===== src/rtl/bram_packet_reader_pkg.sv =====
// Shared definitions for the BRAM packet reader: ring geometry, packet layout,
// header magic words, FSM state encoding and the skid-buffer beat payload.
package bram_packet_reader_pkg;

    localparam int unsigned ADDR_W_DEF = 14;
    localparam int unsigned RING_WORDS = 2 ** ADDR_W_DEF;
    localparam int unsigned HDR_WORDS  = 4;
    localparam int unsigned PKT_WORDS  = HDR_WORDS + 35 * 4;
    localparam int unsigned DATA_W     = 32;

    localparam logic [DATA_W-1:0] MAGIC_LOW  = 32'hDEAD_BEEF;
    localparam logic [DATA_W-1:0] MAGIC_HIGH = 32'hCAFE_BABE;

    typedef enum logic [1:0] {
        ST_IDLE  = 2'd0,
        ST_READ  = 2'd1,
        ST_FLUSH = 2'd2
    } state_t;

    typedef struct packed {
        logic [DATA_W-1:0] data;
        logic              last;
    } beat_t;

endpackage


===== src/rtl/bram_packet_reader_skid.sv =====
// axis_skid_buf: 2-entry AXI-Stream buffer. The head entry drives the master
// side directly from registers; the tail entry absorbs one beat while the
// head is stalled.
// Ports: clk, rstn (async active-low), s_beat/s_tvalid/s_tready (input side),
//        m_beat/m_tvalid/m_tready (output side), level (entries occupied).
module axis_skid_buf
    import bram_packet_reader_pkg::*;
(
    input  logic       clk,
    input  logic       rstn,
    input  beat_t      s_beat,
    input  logic       s_tvalid,
    output logic       s_tready,
    output beat_t      m_beat,
    output logic       m_tvalid,
    input  logic       m_tready,
    output logic [1:0] level
);

    beat_t head_q;
    beat_t tail_q;
    logic  head_vld_q;
    logic  tail_vld_q;
    logic  push;
    logic  pop;

    assign s_tready = ~tail_vld_q;
    assign push     = s_tvalid & s_tready;
    assign pop      = head_vld_q & m_tready;
    assign m_beat   = head_q;
    assign m_tvalid = head_vld_q;
    assign level    = 2'(head_vld_q) + 2'(tail_vld_q);

    // Head/tail occupancy update; the tail only fills while the head is stalled.
    always_ff @(posedge clk or negedge rstn) begin
        if (!rstn) begin
            head_q     <= '0;
            tail_q     <= '0;
            head_vld_q <= 1'b0;
            tail_vld_q <= 1'b0;
        end else if (!head_vld_q) begin
            if (push) begin
                head_q     <= s_beat;
                head_vld_q <= 1'b1;
            end
        end else if (!tail_vld_q) begin
            if (pop && push) begin
                head_q <= s_beat;
            end else if (pop) begin
                head_vld_q <= 1'b0;
            end else if (push) begin
                tail_q     <= s_beat;
                tail_vld_q <= 1'b1;
            end
        end else if (pop) begin
            head_q     <= tail_q;
            tail_vld_q <= 1'b0;
        end
    end

endmodule


===== src/rtl/bram_packet_reader.sv =====
// bram_packet_reader: drains fixed-size packets from a BRAM ring buffer
// (port B) onto an AXI-Stream master, tracking committed-but-unread packets.
// Ports: clk, rstn (async active-low), enable, wr_pkt_done, clear_status;
//        bram_addr/bram_en/bram_we/bram_dout (BRAM port B, byte address);
//        m_axis_tdata/tvalid/tready/tlast (stream out);
//        pkts_pending, pkts_read, overflow, sync_error (status).
// Build option: define READER_MAGIC_CHECK_EN to check header words 0/1
// against MAGIC_LOW/MAGIC_HIGH and flag sync_error; otherwise sync_error = 0.
// bram_en is decoded from registered state and the skid credit so a read can
// be issued in the same cycle credit frees up, giving 1 word/cycle.
module bram_packet_reader #(
    parameter int unsigned ADDR_W    = bram_packet_reader_pkg::ADDR_W_DEF,
    parameter int unsigned PKT_WORDS = bram_packet_reader_pkg::PKT_WORDS
) (
    input  logic              clk,
    input  logic              rstn,
    input  logic              enable,
    input  logic              wr_pkt_done,
    input  logic              clear_status,
    output logic [ADDR_W+1:0] bram_addr,
    output logic              bram_en,
    output logic [3:0]        bram_we,
    input  logic [31:0]       bram_dout,
    output logic [31:0]       m_axis_tdata,
    output logic              m_axis_tvalid,
    input  logic              m_axis_tready,
    output logic              m_axis_tlast,
    output logic [7:0]        pkts_pending,
    output logic [31:0]       pkts_read,
    output logic              overflow,
    output logic              sync_error
);
    import bram_packet_reader_pkg::*;

    localparam int unsigned RING_W  = 2 ** ADDR_W;
    localparam int unsigned CAP     = RING_W / PKT_WORDS;
    localparam int unsigned WRAP_AT = RING_W - PKT_WORDS;
    localparam int unsigned CNT_W   = $clog2(PKT_WORDS + 1);

    state_t             state_q;
    state_t             state_d;
    logic [ADDR_W-1:0]  rd_ptr_q;
    logic [CNT_W-1:0]   rd_cnt_q;
    logic               rd_vld_q;
    logic               rd_last_q;
    logic [7:0]         pend_q;
    logic [31:0]        read_q;
    logic               ovf_q;
    logic               issue;
    logic               credit_ok;
    logic               pop;
    logic               last_hs;
    logic               pkt_inc;
    logic               skid_rdy;
    logic [1:0]         skid_level;
    logic [2:0]         occ;
    beat_t              s_beat;
    beat_t              m_beat;

    assign pop     = m_axis_tvalid & m_axis_tready;
    assign last_hs = pop & m_axis_tlast;
    assign pkt_inc = wr_pkt_done & (pend_q != 8'(CAP));

    // Words in flight from BRAM plus buffered words that survive this cycle.
    assign occ       = 3'(skid_level) + 3'(rd_vld_q) - 3'(pop);
    assign credit_ok = skid_rdy & (occ < 3'd2);

    assign bram_en      = issue;
    assign bram_addr    = {rd_ptr_q, 2'b00};
    assign bram_we      = 4'h0;
    assign pkts_pending = pend_q;
    assign pkts_read    = read_q;
    assign overflow     = ovf_q;

    // FSM state register.
    always_ff @(posedge clk or negedge rstn) begin
        if (!rstn) state_q <= ST_IDLE;
        else       state_q <= state_d;
    end

    // Next state and read issue.
    always_comb begin
        state_d = state_q;
        issue   = 1'b0;
        case (state_q)
            ST_IDLE: begin
                if (enable && (pend_q != 8'd0)) state_d = ST_READ;
            end
            ST_READ: begin
                if (credit_ok) begin
                    issue = 1'b1;
                    if (rd_cnt_q == CNT_W'(PKT_WORDS - 1)) state_d = ST_FLUSH;
                end
            end
            ST_FLUSH: begin
                if (last_hs) state_d = ST_IDLE;
            end
            default: state_d = ST_IDLE;
        endcase
    end

    // Read pointer, per-packet read count and the BRAM return pipeline tag.
    always_ff @(posedge clk or negedge rstn) begin
        if (!rstn) begin
            rd_ptr_q  <= '0;
            rd_cnt_q  <= '0;
            rd_vld_q  <= 1'b0;
            rd_last_q <= 1'b0;
        end else begin
            rd_vld_q  <= issue;
            rd_last_q <= issue & (rd_cnt_q == CNT_W'(PKT_WORDS - 1));
            if (state_q == ST_IDLE)  rd_cnt_q <= '0;
            else if (issue)          rd_cnt_q <= rd_cnt_q + CNT_W'(1);
            if (issue) begin
                rd_ptr_q <= rd_ptr_q + ADDR_W'(1);
            end else if (last_hs && (rd_ptr_q >= ADDR_W'(WRAP_AT))) begin
                // No room for another whole packet before the ring end.
                rd_ptr_q <= '0;
            end
        end
    end

    // Packet accounting and sticky overflow (a new set beats a clear).
    always_ff @(posedge clk or negedge rstn) begin
        if (!rstn) begin
            pend_q <= '0;
            read_q <= '0;
            ovf_q  <= 1'b0;
        end else begin
            case ({pkt_inc, last_hs})
                2'b10:   pend_q <= pend_q + 8'd1;
                2'b01:   pend_q <= pend_q - 8'd1;
                default: pend_q <= pend_q;
            endcase
            read_q <= read_q + 32'(last_hs);
            ovf_q  <= (wr_pkt_done & ~pkt_inc) | (ovf_q & ~clear_status);
        end
    end

`ifdef READER_MAGIC_CHECK_EN
    logic [1:0] rd_hdr_q;
    logic       sync_q;
    logic       magic_bad;

    assign magic_bad = rd_vld_q & ((rd_hdr_q[0] & (bram_dout != MAGIC_LOW)) |
                                   (rd_hdr_q[1] & (bram_dout != MAGIC_HIGH)));
    assign sync_error = sync_q;

    // Tag header words 0/1 on their way back from BRAM and compare them.
    always_ff @(posedge clk or negedge rstn) begin
        if (!rstn) begin
            rd_hdr_q <= 2'b00;
            sync_q   <= 1'b0;
        end else begin
            rd_hdr_q <= issue ? {rd_cnt_q == CNT_W'(1), rd_cnt_q == CNT_W'(0)} : 2'b00;
            sync_q   <= magic_bad | (sync_q & ~clear_status);
        end
    end
`else
    assign sync_error = 1'b0;
`endif

    assign s_beat = '{data: bram_dout, last: rd_last_q};

    axis_skid_buf u_skid (
        .clk      (clk),
        .rstn     (rstn),
        .s_beat   (s_beat),
        .s_tvalid (rd_vld_q),
        .s_tready (skid_rdy),
        .m_beat   (m_beat),
        .m_tvalid (m_axis_tvalid),
        .m_tready (m_axis_tready),
        .level    (skid_level)
    );

    assign m_axis_tdata = m_beat.data;
    assign m_axis_tlast = m_beat.last;

endmodule

===== config.mk =====
export PLATFORM = sky130hd
export DESIGN_NAME = bram_packet_reader
export DESIGN_NICKNAME = d
export VERILOG_FILES = /design/src/rtl/bram_packet_reader_pkg.sv /design/src/rtl/bram_packet_reader_skid.sv /design/src/rtl/bram_packet_reader.sv
export SDC_FILE = /design/constraint.sdc
export NUM_CORES = 1
export LEC_CHECK = 0
export ABC_CLOCK_PERIOD_IN_PS = 3900
export CAP_MARGIN = 10
export CORE_MARGIN = 5
export CORE_UTILIZATION = 52
export DETAILED_ROUTE_END_ITERATION = 10
export GPL_TIMING_DRIVEN = 0
export PLACE_DENSITY = 0.78
export SKIP_LAST_GASP = 1
export SYNTH_ARGS = -nofsm -noshare
export SYNTH_HDL_FRONTEND = slang
export SYNTH_HIERARCHICAL = 1
export SYNTH_SLANG_ARGS = --single-unit

===== constraint.sdc =====
create_clock -name clk -period 3.9 [get_ports clk]
set_input_delay 0.78 -clock clk [delete_from_list [all_inputs] [get_ports clk]]
set_output_delay 0.78 -clock clk [all_outputs]
set_load 0.01 [all_outputs]

# Word level (Yosys, flattened, before mapping)
# Cells that the tools add are included.
dict set report totals {
  ff_bits 135
  latch_bits 0
  ramBits 0
  mem_bits_ro 0
  inputBits 38
  out_inout_bits 97
  elab_cells 87
  mem_count 0
}
dict set report op_classes {
  add_sub_neg 8
  mul 0
  n_div 0
  magnitude_cmp 2
  eq_ne 12
  n_shift 0
  mux 25
  bitwise 14
  n_reduce_logical 12
}
# op n
set ops {}
lappend ops {{$mux 33} 5}
lappend ops {{$add 32x1->32} 1}
lappend ops {{$mux 14} 2}
lappend ops {{$add 8x1->8 const B} 2}
lappend ops {{$mux 8} 2}
lappend ops {{$pmux 8 s2} 1}
lappend ops {{$add 14x1->14 const B} 1}
lappend ops {{$ge 14x14->1 const B} 1}
lappend ops {{$mux 1} 10}
lappend ops {{$and 1x1->1} 8}
lappend ops {{$eq 8x8->1 const B} 1}
lappend ops {{$mux 2} 4}
lappend ops {{$ne 2x2->1 const B} 4}
lappend ops {{$ne 8x7->1 const B} 1}
lappend ops {{$reduce_bool 2->1} 4}
lappend ops {{$reduce_bool 8->1} 1}
lappend ops {{$sub 8x1->8 const B} 1}
lappend ops {{$ne 3x3->1 const B} 2}
lappend ops {{$pmux 2 s3} 1}
lappend ops {{$not 1->1} 5}
lappend ops {{$reduce_and 5->1} 1}
lappend ops {{$eq 2x1->1 const B} 2}
lappend ops {{$eq 2x2->1 const B} 2}
lappend ops {{$reduce_and 4->1} 1}
lappend ops {{other kinds (8)} 10}

# Depth between registers and ports, before layout
# Gate-level depths: netlist of the first run.
dict set report logic_depth {
  ltp_word 9
  mapped_depth 14
  ltp_nobuf 13
}

# Modules after synthesis
# Netlist of the first run, hierarchy kept.
# mod n_inst cells_each area_per_inst_um2 seq_area_each_um2
set by_module_without_submodules {}
lappend by_module_without_submodules {bram_packet_reader 1 344 3459.6 1676.6}
lappend by_module_without_submodules {axis_skid_buf 1 194 3079.2 1701.6}

# Least setup slack after synthesis of the first run
# OpenSTA, ideal clock, no wires.
dict set report synth_timing {
  kind {input port to output port}
  startpoint {input m_axis_tready}
  endpoint {output bram_en}
  arrival_time_ps 2590
  t_required_ps 3120
  slack_ps 530
  cell_stages 8
  path_buffers 1
  path_cell_list {and2_1 ha_1 nand2b_1 fa_1 nand2_1 or3_1 inv_2 buf_2}
}
dict set report synth_via {
  elab_chain_cells 6
}
# item line
set synth_lines {}
lappend synth_lines {{start: declaration} bram_packet_reader.sv:26} ;# input logic m_axis_tready,
lappend synth_lines {{$and 1x1->1} bram_packet_reader.sv:60} ;# assign pop = m_axis_tvalid & m_axis_tready;
lappend synth_lines {{$sub 3x1->3} bram_packet_reader.sv:65} ;# assign occ = 3'(skid_level) + 3'(rd_vld_q) - 3'(pop);
lappend synth_lines {{$lt 3x2->1} bram_packet_reader.sv:66} ;# assign credit_ok = skid_rdy & (occ < 3'd2);
lappend synth_lines {{$and 1x1->1} bram_packet_reader.sv:66}
lappend synth_lines {{$mux 1} bram_packet_reader.sv:90} ;# if (credit_ok) begin
lappend synth_lines {{$mux 1} bram_packet_reader.sv:85} ;# case (state_q)
lappend synth_lines {{end: declaration} bram_packet_reader.sv:21} ;# output logic bram_en,
# No other way between the ends.

# Worst setup path in the final report of the first run
dict set report layout_timing {
  startpoint {register u_skid.tail_vld_q}
  endpoint {output bram_en}
}
dict set report layout_via {
  word_cells_on_any_way 8
  classes_between {add/sub (3); order compare (1); mux (2); bitwise (2)}
}
# item line
set layout_rtl {}
lappend layout_rtl {{start: declaration} bram_packet_reader_skid.sv:23} ;# logic tail_vld_q;
lappend layout_rtl {{start signal: assignment} bram_packet_reader_skid.sv:40} ;# tail_vld_q <= 1'b0;
lappend layout_rtl {{start signal: assignment} bram_packet_reader_skid.sv:53} ;# tail_vld_q <= 1'b1;
lappend layout_rtl {{start signal: assignment} bram_packet_reader_skid.sv:57} ;# tail_vld_q <= 1'b0;
lappend layout_rtl {{$not 1->1 (no line)} --}
lappend layout_rtl {{net skid_rdy} bram_packet_reader.sv:54} ;# logic skid_rdy;
lappend layout_rtl {{$and 1x1->1} bram_packet_reader.sv:66}
lappend layout_rtl {{$mux 1} bram_packet_reader.sv:90}
lappend layout_rtl {{$mux 1} bram_packet_reader.sv:85}
# The timed path passes the listed nets, and every way through them passes these cells.

==> results of run 1 <==
[flip-flops by register name, summed over array words and instances, names as in the netlist, 2 cells and up]
register / flops
rd_cnt_q: 8
u_skid/m_beat: 33
u_skid/tail_q: 33
state_q: 2
pkts_pending: 8
pkts_read: 32
rd_ptr_q: 14
[worst max-delay path, stage by stage, from the launching register on]
cell and delay (ns):
dfrtp_2 0.41, inv_1 0.09, ha_1 0.23, inv_1 0.05
inv_1 0.04, ha_1 0.29, nand2b_1 0.17, fa_2 0.54
nand2_2 0.09, or3_4 0.42, inv_4 0.07, clkdlybuf4s15_1 0.23
[worst paths after layout]
check | start | end | slack [ns] | cells after the start
worst max-delay path | u_skid/tail_vld_q | bram_en | 0.08 | 11
worst min-delay path | rstn | pkts_read[21] | 0.34 | 1
worst max register to register | pkts_pending[3] | pkts_pending[6] | 0.35 | 13
worst min register to register | pkts_read[31] | pkts_read[31] | 0.47 | 1
max in group asynchronous | rstn | rd_ptr_q[10] | 2.82 | 2
min in group clk | pkts_read[31] | pkts_read[31] | 0.47 | 1
[layer usage]
layer  wire [um]  global-route usage [%]
met1        6144                   25.87
met2        7298                   33.25
met3         723                   5.525
met4         229                   6.718
met5           0                       0
[cell type report]
cell class	instances	area share, %
Sequential cell	135	38.80
Clock inverter	12	1.451
Multi-Input combinational cell	368	33.64
Clock buffer	20	5.358
Buffer	27	2.485
Timing Repair Buffer	131	15.20
Inverter	13	0.5890
Tap cell	172	2.471
[per-stage QoR]
step | instances | cell area (sq um)
2_1_floorplan | 544 | 6561
3_3_place_gp | 843 | 8048
3_5_place_dp | 844 | 8077
4_1_cts | 878 | 8708
5_1_grt | 878 | 8710
6_report | 878 | 8710
[synthesized netlist by cell type (all sizes together), types with 2 or more instances]
master,number,area (sq um)
nand2,35,133.9
ha,11,137.6
inv,13,48.79
nand2b,4,32.53
or3,4,25.02
nand4,23,156.4
buf,25,210.2
a31oi,4,25.02
nor3b,2,15.01
dfrtp,135,3378
o211ai,2,15.01
o21ai,25,125.1
or4,3,22.52
nor2,22,82.58
nand3b,3,22.52
nor4b,3,32.53
a211oi,2,27.53
nand3,20,100.1
a21oi,13,76.33
xnor2,24,210.2
nor3,6,40.04
mux2,100,1137
nor4,2,25.02
and3,10,62.56
xor2,21,183.9
clkbuf,3,11.26
and2,5,31.28
mux2i,2,20.02
[power breakdown]
part           internal, mW  total [mW]  switching [mW]
clock network         0.986        1.57           0.588
registers              1.54        1.63          0.0944
logic                 0.411       0.732           0.321
total                  2.93        3.94            1.00
[cell families (layout without fill, tap and decap cells)]
kind of cell	after synthesis	in the layout	synth area share (%)
flip-flops	135	135	51.66
adder cells (fa/ha/maj)	12	12	2.411
AO/OA/AOI/OAI	55	55	5.358
multiplexers	102	102	17.70
XOR/XNOR	45	45	6.028
other	1	7	0.05735
AND/OR/NAND/NOR	147	147	12.65
buffers and inverters	41	203	4.133
[repair_timing]
| item | 4_1_cts | 5_1_grt |
|---|---|---|
| pin swaps | 0 | 0 |
| resized for setup | 10 | 2 |
| endpoints found under the hold margin | 0 | 0 |
| setup endpoints to repair | 1 | 2 |
| buffers inserted | 3 | 0 |
==> impl_metrics.prom, run 1 <==
# TYPE chip_impl_metric gauge
chip_impl_info{name="status",value="completed"} 1
chip_impl_metric{name="multiInputGateArea",unit="sq um"} 2930
chip_impl_metric{name="fin_skew",unit="ns"} 0.006694
chip_impl_metric{name="drv_slew",unit=""} 0
chip_impl_info{name="tritoncts",value="built"} 1
chip_impl_metric{name="fin_ws",unit="ns"} 0.08186
chip_impl_metric{name="largest_net_degree_at_the_start_of_global_routing",unit=""} 74
chip_impl_metric{name="vias",unit=""} 4681
chip_impl_metric{name="p_per_area",unit="nW/um^2"} 452.0
chip_impl_info{name="critical_path.endpoint_type",value="output port"} 1
chip_impl_metric{name="dp.final_hpwl",unit="um"} 10220
chip_impl_metric{name="routedWlPerCell",unit="um"} 16.40
chip_impl_metric{name="max-clock-path-buffers",unit=""} 2
chip_impl_metric{name="synth-edff-count",unit=""} 0
chip_impl_metric{name="clock.fmax",unit="MHz"} 261.9
chip_impl_metric{name="vdd_ir_drop_max",unit="mV"} 0.2795
chip_impl_metric{name="boundaryPins",unit=""} 135
chip_impl_metric{name="synthesis.area_per_instance",unit="sq um"} 12.15
chip_impl_metric{name="ys_seq_elements",unit=""} 135
chip_impl_metric{name="dr.pass1.iters",unit=""} 4
chip_impl_metric{name="tritoncts.num_buffers",unit=""} 17
chip_impl_metric{name="cts_htree_levels",unit=""} 4
chip_impl_info{name="ys_dominant_reg_cell",value="dfrtp_1"} 1
chip_impl_metric{name="post_cts_hold_buffer_count",unit=""} 0
chip_impl_metric{name="yosys_warnings",unit=""} 6
chip_impl_metric{name="hold_viol_final",unit=""} 0
chip_impl_metric{name="post_layout_util",unit="%"} 69.87
chip_impl_metric{name="gr-usage-all-layers",unit="%"} 20.17
chip_impl_metric{name="final.fill_count",unit=""} 946
chip_impl_metric{name="pre_cts_ws",unit="ns"} -0.8886
chip_impl_metric{name="port-buffer-count",unit=""} 127
chip_impl_metric{name="fp.coreArea",unit="sq um"} 12470
chip_impl_metric{name="p_leak",unit="nW"} 3.806
chip_impl_metric{name="synthCells",unit=""} 538
chip_impl_metric{name="number_of_sinks_on_the_clock_net",unit=""} 135
chip_impl_metric{name="die_w",unit="um"} 122.1
chip_impl_metric{name="timing.final.crit_period",unit="ns"} 3.818
chip_impl_info{name="startpoint_type",value="register"} 1
chip_impl_metric{name="crit_required",unit="ns"} 3.12
chip_impl_metric{name="layout.nets",unit=""} 743
chip_impl_metric{name="drc",unit=""} 0
chip_impl_metric{name="global_route_wire_length_before_repair",unit="um"} 23610
chip_impl_metric{name="flow.area_growth_from_synthesis",unit="%"} 33.20
chip_impl_info{name="worstSetupPathType",value="reg -> out"} 1
chip_impl_info{name="hold_class",value="in -> async"} 1
chip_impl_metric{name="grt_pass1_vias",unit=""} 4802
chip_impl_metric{name="ys_seq_area_share",unit="%"} 51.66
chip_impl_info{name="grt_setup_unrepaired",value="yes"} 1
chip_impl_metric{name="drtAntennaViolNets",unit=""} 0
chip_impl_metric{name="clock_latency",unit="ns"} 0.41
chip_impl_metric{name="synth_cell_types",unit=""} 56
chip_impl_metric{name="crit_path_max_fanout",unit=""} 4
chip_impl_metric{name="drive_above_1_share",unit="%"} 25.64
chip_impl_metric{name="n_antenna_cell",unit=""} 0
chip_impl_info{name="layout.cells.most_common_list",value="dfrtp_1 (134), clkdlybuf4s50_1 (124), mux2_2 (97)"} 1
chip_impl_metric{name="area.sequential",unit="sq um"} 3379
chip_impl_metric{name="detail_route.iter0.violations",unit=""} 264
chip_impl_metric{name="tightest_slew",unit="ns"} 0.5783
chip_impl_metric{name="antenna_found_initial",unit=""} 0
chip_impl_metric{name="report.final.setup_viol",unit=""} 0
chip_impl_metric{name="report.power.total",unit="mW"} 3.937
chip_impl_info{name="ctsRootBufferMaster",value="clkbuf_16"} 1
chip_impl_metric{name="initial_utilization",unit="%"} 52.45
chip_impl_metric{name="gr-total-overflow",unit=""} 0
chip_impl_metric{name="post-route-period-util",unit="%"} 97.90
chip_impl_metric{name="whs",unit="ns"} 0.3351
chip_impl_metric{name="tns",unit="ns"} 0
chip_impl_metric{name="max_slew_margin",unit="%"} 61.44
chip_impl_metric{name="max-cap-violations",unit=""} 0
chip_impl_metric{name="clkTransAtPathRegs",unit="ns"} 0.06
chip_impl_metric{name="avgViaCountPerCell",unit=""} 5.331
chip_impl_metric{name="core.rowCount",unit=""} 41
chip_impl_metric{name="die_height",unit="um"} 122.1
chip_impl_metric{name="gpl.final_weighted_congestion",unit=""} 0.8349
chip_impl_metric{name="dieArea",unit="sq um"} 14920
chip_impl_info{name="mostFrequentLayoutCell",value="dfrtp_1"} 1
chip_impl_metric{name="cp.arrival",unit="ns"} 3.04
chip_impl_metric{name="postRouteWirelength",unit="um"} 14400
chip_impl_metric{name="netlist_area",unit="sq um"} 6539
chip_impl_metric{name="synthArstFlopShare",unit="%"} 100.0
Note: power is estimated with default switching activity, not from simulation.
==> run 2: changes to the inputs <==
--- a/config.mk
+++ b/config.mk
@@ -11,7 +11,7 @@
 export CORE_UTILIZATION = 52
 export DETAILED_ROUTE_END_ITERATION = 10
 export GPL_TIMING_DRIVEN = 0
-export PLACE_DENSITY = 0.78
+export PLACE_DENSITY = 0.81
 export SKIP_LAST_GASP = 1
 export SYNTH_ARGS = -nofsm -noshare
 export SYNTH_HDL_FRONTEND = slang
==> run 2 against run 1 <==
Against the previous run:
- clock skew about the same
- sequential power about the same
- clock power fell by 6%
- register-to-register slack improved by 0.02 ns
- fmax up 3.8%
- first-iteration DRC count up 18%
- critical endpoint unchanged
==> impl_metrics.prom, run 2 (synthesis gave the netlist of run 1 again) <==
# TYPE chip_impl_metric gauge
chip_impl_info{name="status",value="completed"} 1
chip_impl_info{name="worst_r2r_end",value="pkts_pending[6]"} 1
chip_impl_metric{name="drc",unit=""} 0
chip_impl_metric{name="drv_slew",unit=""} 0
chip_impl_metric{name="detailed_place.area",unit="sq um"} 8077
chip_impl_metric{name="fin_skew",unit="ns"} 0.007108
chip_impl_metric{name="timing.final.crit_period",unit="ns"} 3.679
chip_impl_metric{name="gr-total-overflow",unit=""} 0
chip_impl_metric{name="global_route_wire_length_before_repair",unit="um"} 23880
chip_impl_info{name="cpLargestDelayFamily",value="adder cells"} 1
chip_impl_info{name="crit-reg2reg-launch",value="pkts_pending[3]"} 1
chip_impl_metric{name="avgViaCountPerCell",unit=""} 5.302
chip_impl_metric{name="tritoncts.num_buffers",unit=""} 17
chip_impl_metric{name="clock_latency",unit="ns"} 0.41
chip_impl_metric{name="die_w",unit="um"} 122.1
chip_impl_metric{name="cts_htree_levels",unit=""} 4
chip_impl_metric{name="flow.area_growth_from_synthesis",unit="%"} 32.51
chip_impl_metric{name="hold_viol_final",unit=""} 0
chip_impl_metric{name="port-buffer-count",unit=""} 127
chip_impl_info{name="critPathSlowestCell",value="fa_2"} 1
chip_impl_metric{name="number_of_sinks_on_the_clock_net",unit=""} 135
chip_impl_metric{name="max-clock-path-buffers",unit=""} 2
chip_impl_metric{name="clkTransAtPathRegs",unit="ns"} 0.05
chip_impl_info{name="grt_setup_unrepaired",value="no"} 1
chip_impl_info{name="timing.critical_path.from",value="u_skid/m_tvalid"} 1
chip_impl_info{name="mostFrequentLayoutCell",value="dfrtp_1"} 1
chip_impl_info{name="layout.cells.most_common_list",value="dfrtp_1 (133), clkdlybuf4s50_1 (124), mux2_2 (97)"} 1
chip_impl_metric{name="dr.pass1.iters",unit=""} 4
chip_impl_metric{name="pre_cts_ws",unit="ns"} -0.8541
chip_impl_metric{name="clock.fmax",unit="MHz"} 271.8
chip_impl_metric{name="delay_contributed_by_the_slowest_stage_of_the_critical_path",unit="ns"} 0.53
chip_impl_info{name="hold_class",value="in -> async"} 1
chip_impl_metric{name="postRouteWirelength",unit="um"} 14400
chip_impl_metric{name="gpl.final_weighted_congestion",unit=""} 0.8735
chip_impl_metric{name="max_slew_margin",unit="%"} 64.67
chip_impl_metric{name="dp.final_hpwl",unit="um"} 10310
chip_impl_metric{name="worst-path-buf-inv",unit=""} 4
chip_impl_metric{name="detail_route.iter0.violations",unit=""} 311
chip_impl_metric{name="die_height",unit="um"} 122.1
chip_impl_metric{name="n_antenna_cell",unit=""} 0
chip_impl_metric{name="core.rowCount",unit=""} 41
chip_impl_metric{name="post-route-period-util",unit="%"} 94.34
chip_impl_metric{name="post_cts_hold_buffer_count",unit=""} 0
chip_impl_metric{name="tightest_slew",unit="ns"} 0.5256
chip_impl_metric{name="crit_path_max_fanout",unit=""} 5
chip_impl_metric{name="fin_ws",unit="ns"} 0.2207
chip_impl_metric{name="grt_pass1_vias",unit=""} 4879
chip_impl_metric{name="boundaryPins",unit=""} 135
chip_impl_info{name="ctsRootBufferMaster",value="clkbuf_16"} 1
chip_impl_metric{name="report.final.setup_viol",unit=""} 0
chip_impl_metric{name="worst_r2r_path_depth",unit=""} 13
chip_impl_metric{name="final_cell_area",unit="sq um"} 8665
chip_impl_metric{name="drtAntennaViolNets",unit=""} 0
chip_impl_metric{name="p_per_area",unit="nW/um^2"} 442.7
chip_impl_metric{name="vias",unit=""} 4650
chip_impl_info{name="worstSetupPathType",value="reg -> out"} 1
chip_impl_metric{name="drive_above_1_share",unit="%"} 25.39
chip_impl_metric{name="r2r_slack",unit="ns"} 0.37
chip_impl_metric{name="max-cap-violations",unit=""} 0
chip_impl_metric{name="vdd_ir_drop_max",unit="mV"} 0.2736
chip_impl_info{name="startpoint_type",value="register"} 1
chip_impl_metric{name="largest_net_degree_at_the_start_of_global_routing",unit=""} 85
chip_impl_metric{name="dieArea",unit="sq um"} 14920
chip_impl_metric{name="layout.nets",unit=""} 743
chip_impl_info{name="critical_path.cell_chain",value="ha_1 > inv_1 > inv_1 > ha_1 > nand2b_1 > fa_2 > nand2_2 > or3_4 > inv_4 > clkbuf_2"} 1
chip_impl_info{name="critical_path.endpoint_type",value="output port"} 1
chip_impl_metric{name="fp.coreArea",unit="sq um"} 12470
chip_impl_metric{name="crit_required",unit="ns"} 3.12
chip_impl_metric{name="antenna_found_initial",unit=""} 0
chip_impl_metric{name="whs",unit="ns"} 0.3098
chip_impl_metric{name="gr-usage-all-layers",unit="%"} 20.34
chip_impl_metric{name="routedWlPerCell",unit="um"} 16.42
chip_impl_metric{name="initial_utilization",unit="%"} 52.45
chip_impl_info{name="tritoncts",value="built"} 1
chip_impl_metric{name="cp.arrival",unit="ns"} 2.90
chip_impl_metric{name="p_leak",unit="nW"} 3.793
run 2: repair_timing:
action / in CTS / in global routing
gates resized for setup: 11 / 2
endpoints found under the setup margin: 1 / 1
buffers inserted: 2 / 1
run 2: layout make-up:
cell class | count | area (sq um)
clock buffers | 23 | 478.0
well taps | 172 | 215.2
multi-input cells | 368 | 2930
clock inverters | 8 | 73.82
repair buffers | 131 | 1319
flip-flops and latches | 135 | 3381
inverters | 13 | 51.30
plain buffers | 27 | 216.5
fillers | 938 | 3801
run 2: routing by layer:
layer  track usage (%)  vias to the layer above  part of all wire (%)
met5                 0                        -                     0
met4             8.188                        0                   2.4
met3             5.107                       27                   5.0
met2             33.98                      137                    50
met1             25.36                     2282                    43
li1                  -                     2204                     -
run 2: power breakdown:
| group | internal [mW] | total, mW | leakage, nW | switching [mW] |
|---|---|---|---|---|
| logic | 0.411 | 0.728 | 1.82 | 0.317 |
| clock network | 0.919 | 1.48 | 0.269 | 0.561 |
| registers | 1.54 | 1.63 | 1.71 | 0.0910 |
| total | 2.87 | 3.84 | 3.79 | 0.969 |
run 2: stage by stage:
step	util, %	TNS, ns	cells	power, mW
final	69.51	0	877	3.836
after global routing	69.51	0	877	4.000
after CTS	69.48	0	876	3.881
after detailed placement	64.79	-0.9832	844	2.382
after global placement	64.56	-433.70	843	2.351
after floorplan	-	0	544	1.987
run 2: how the worst max path moves through the flow:
stage	to	slack, ns	cells past startpoint
floorplan	bram_en	0.53	8
global placement	rd_ptr_q[0]	-3.21	1
detailed placement	bram_en	-0.85	10
CTS	bram_en	0.04	10
global route	bram_en	0.1	10
finish	bram_en	0.22	10
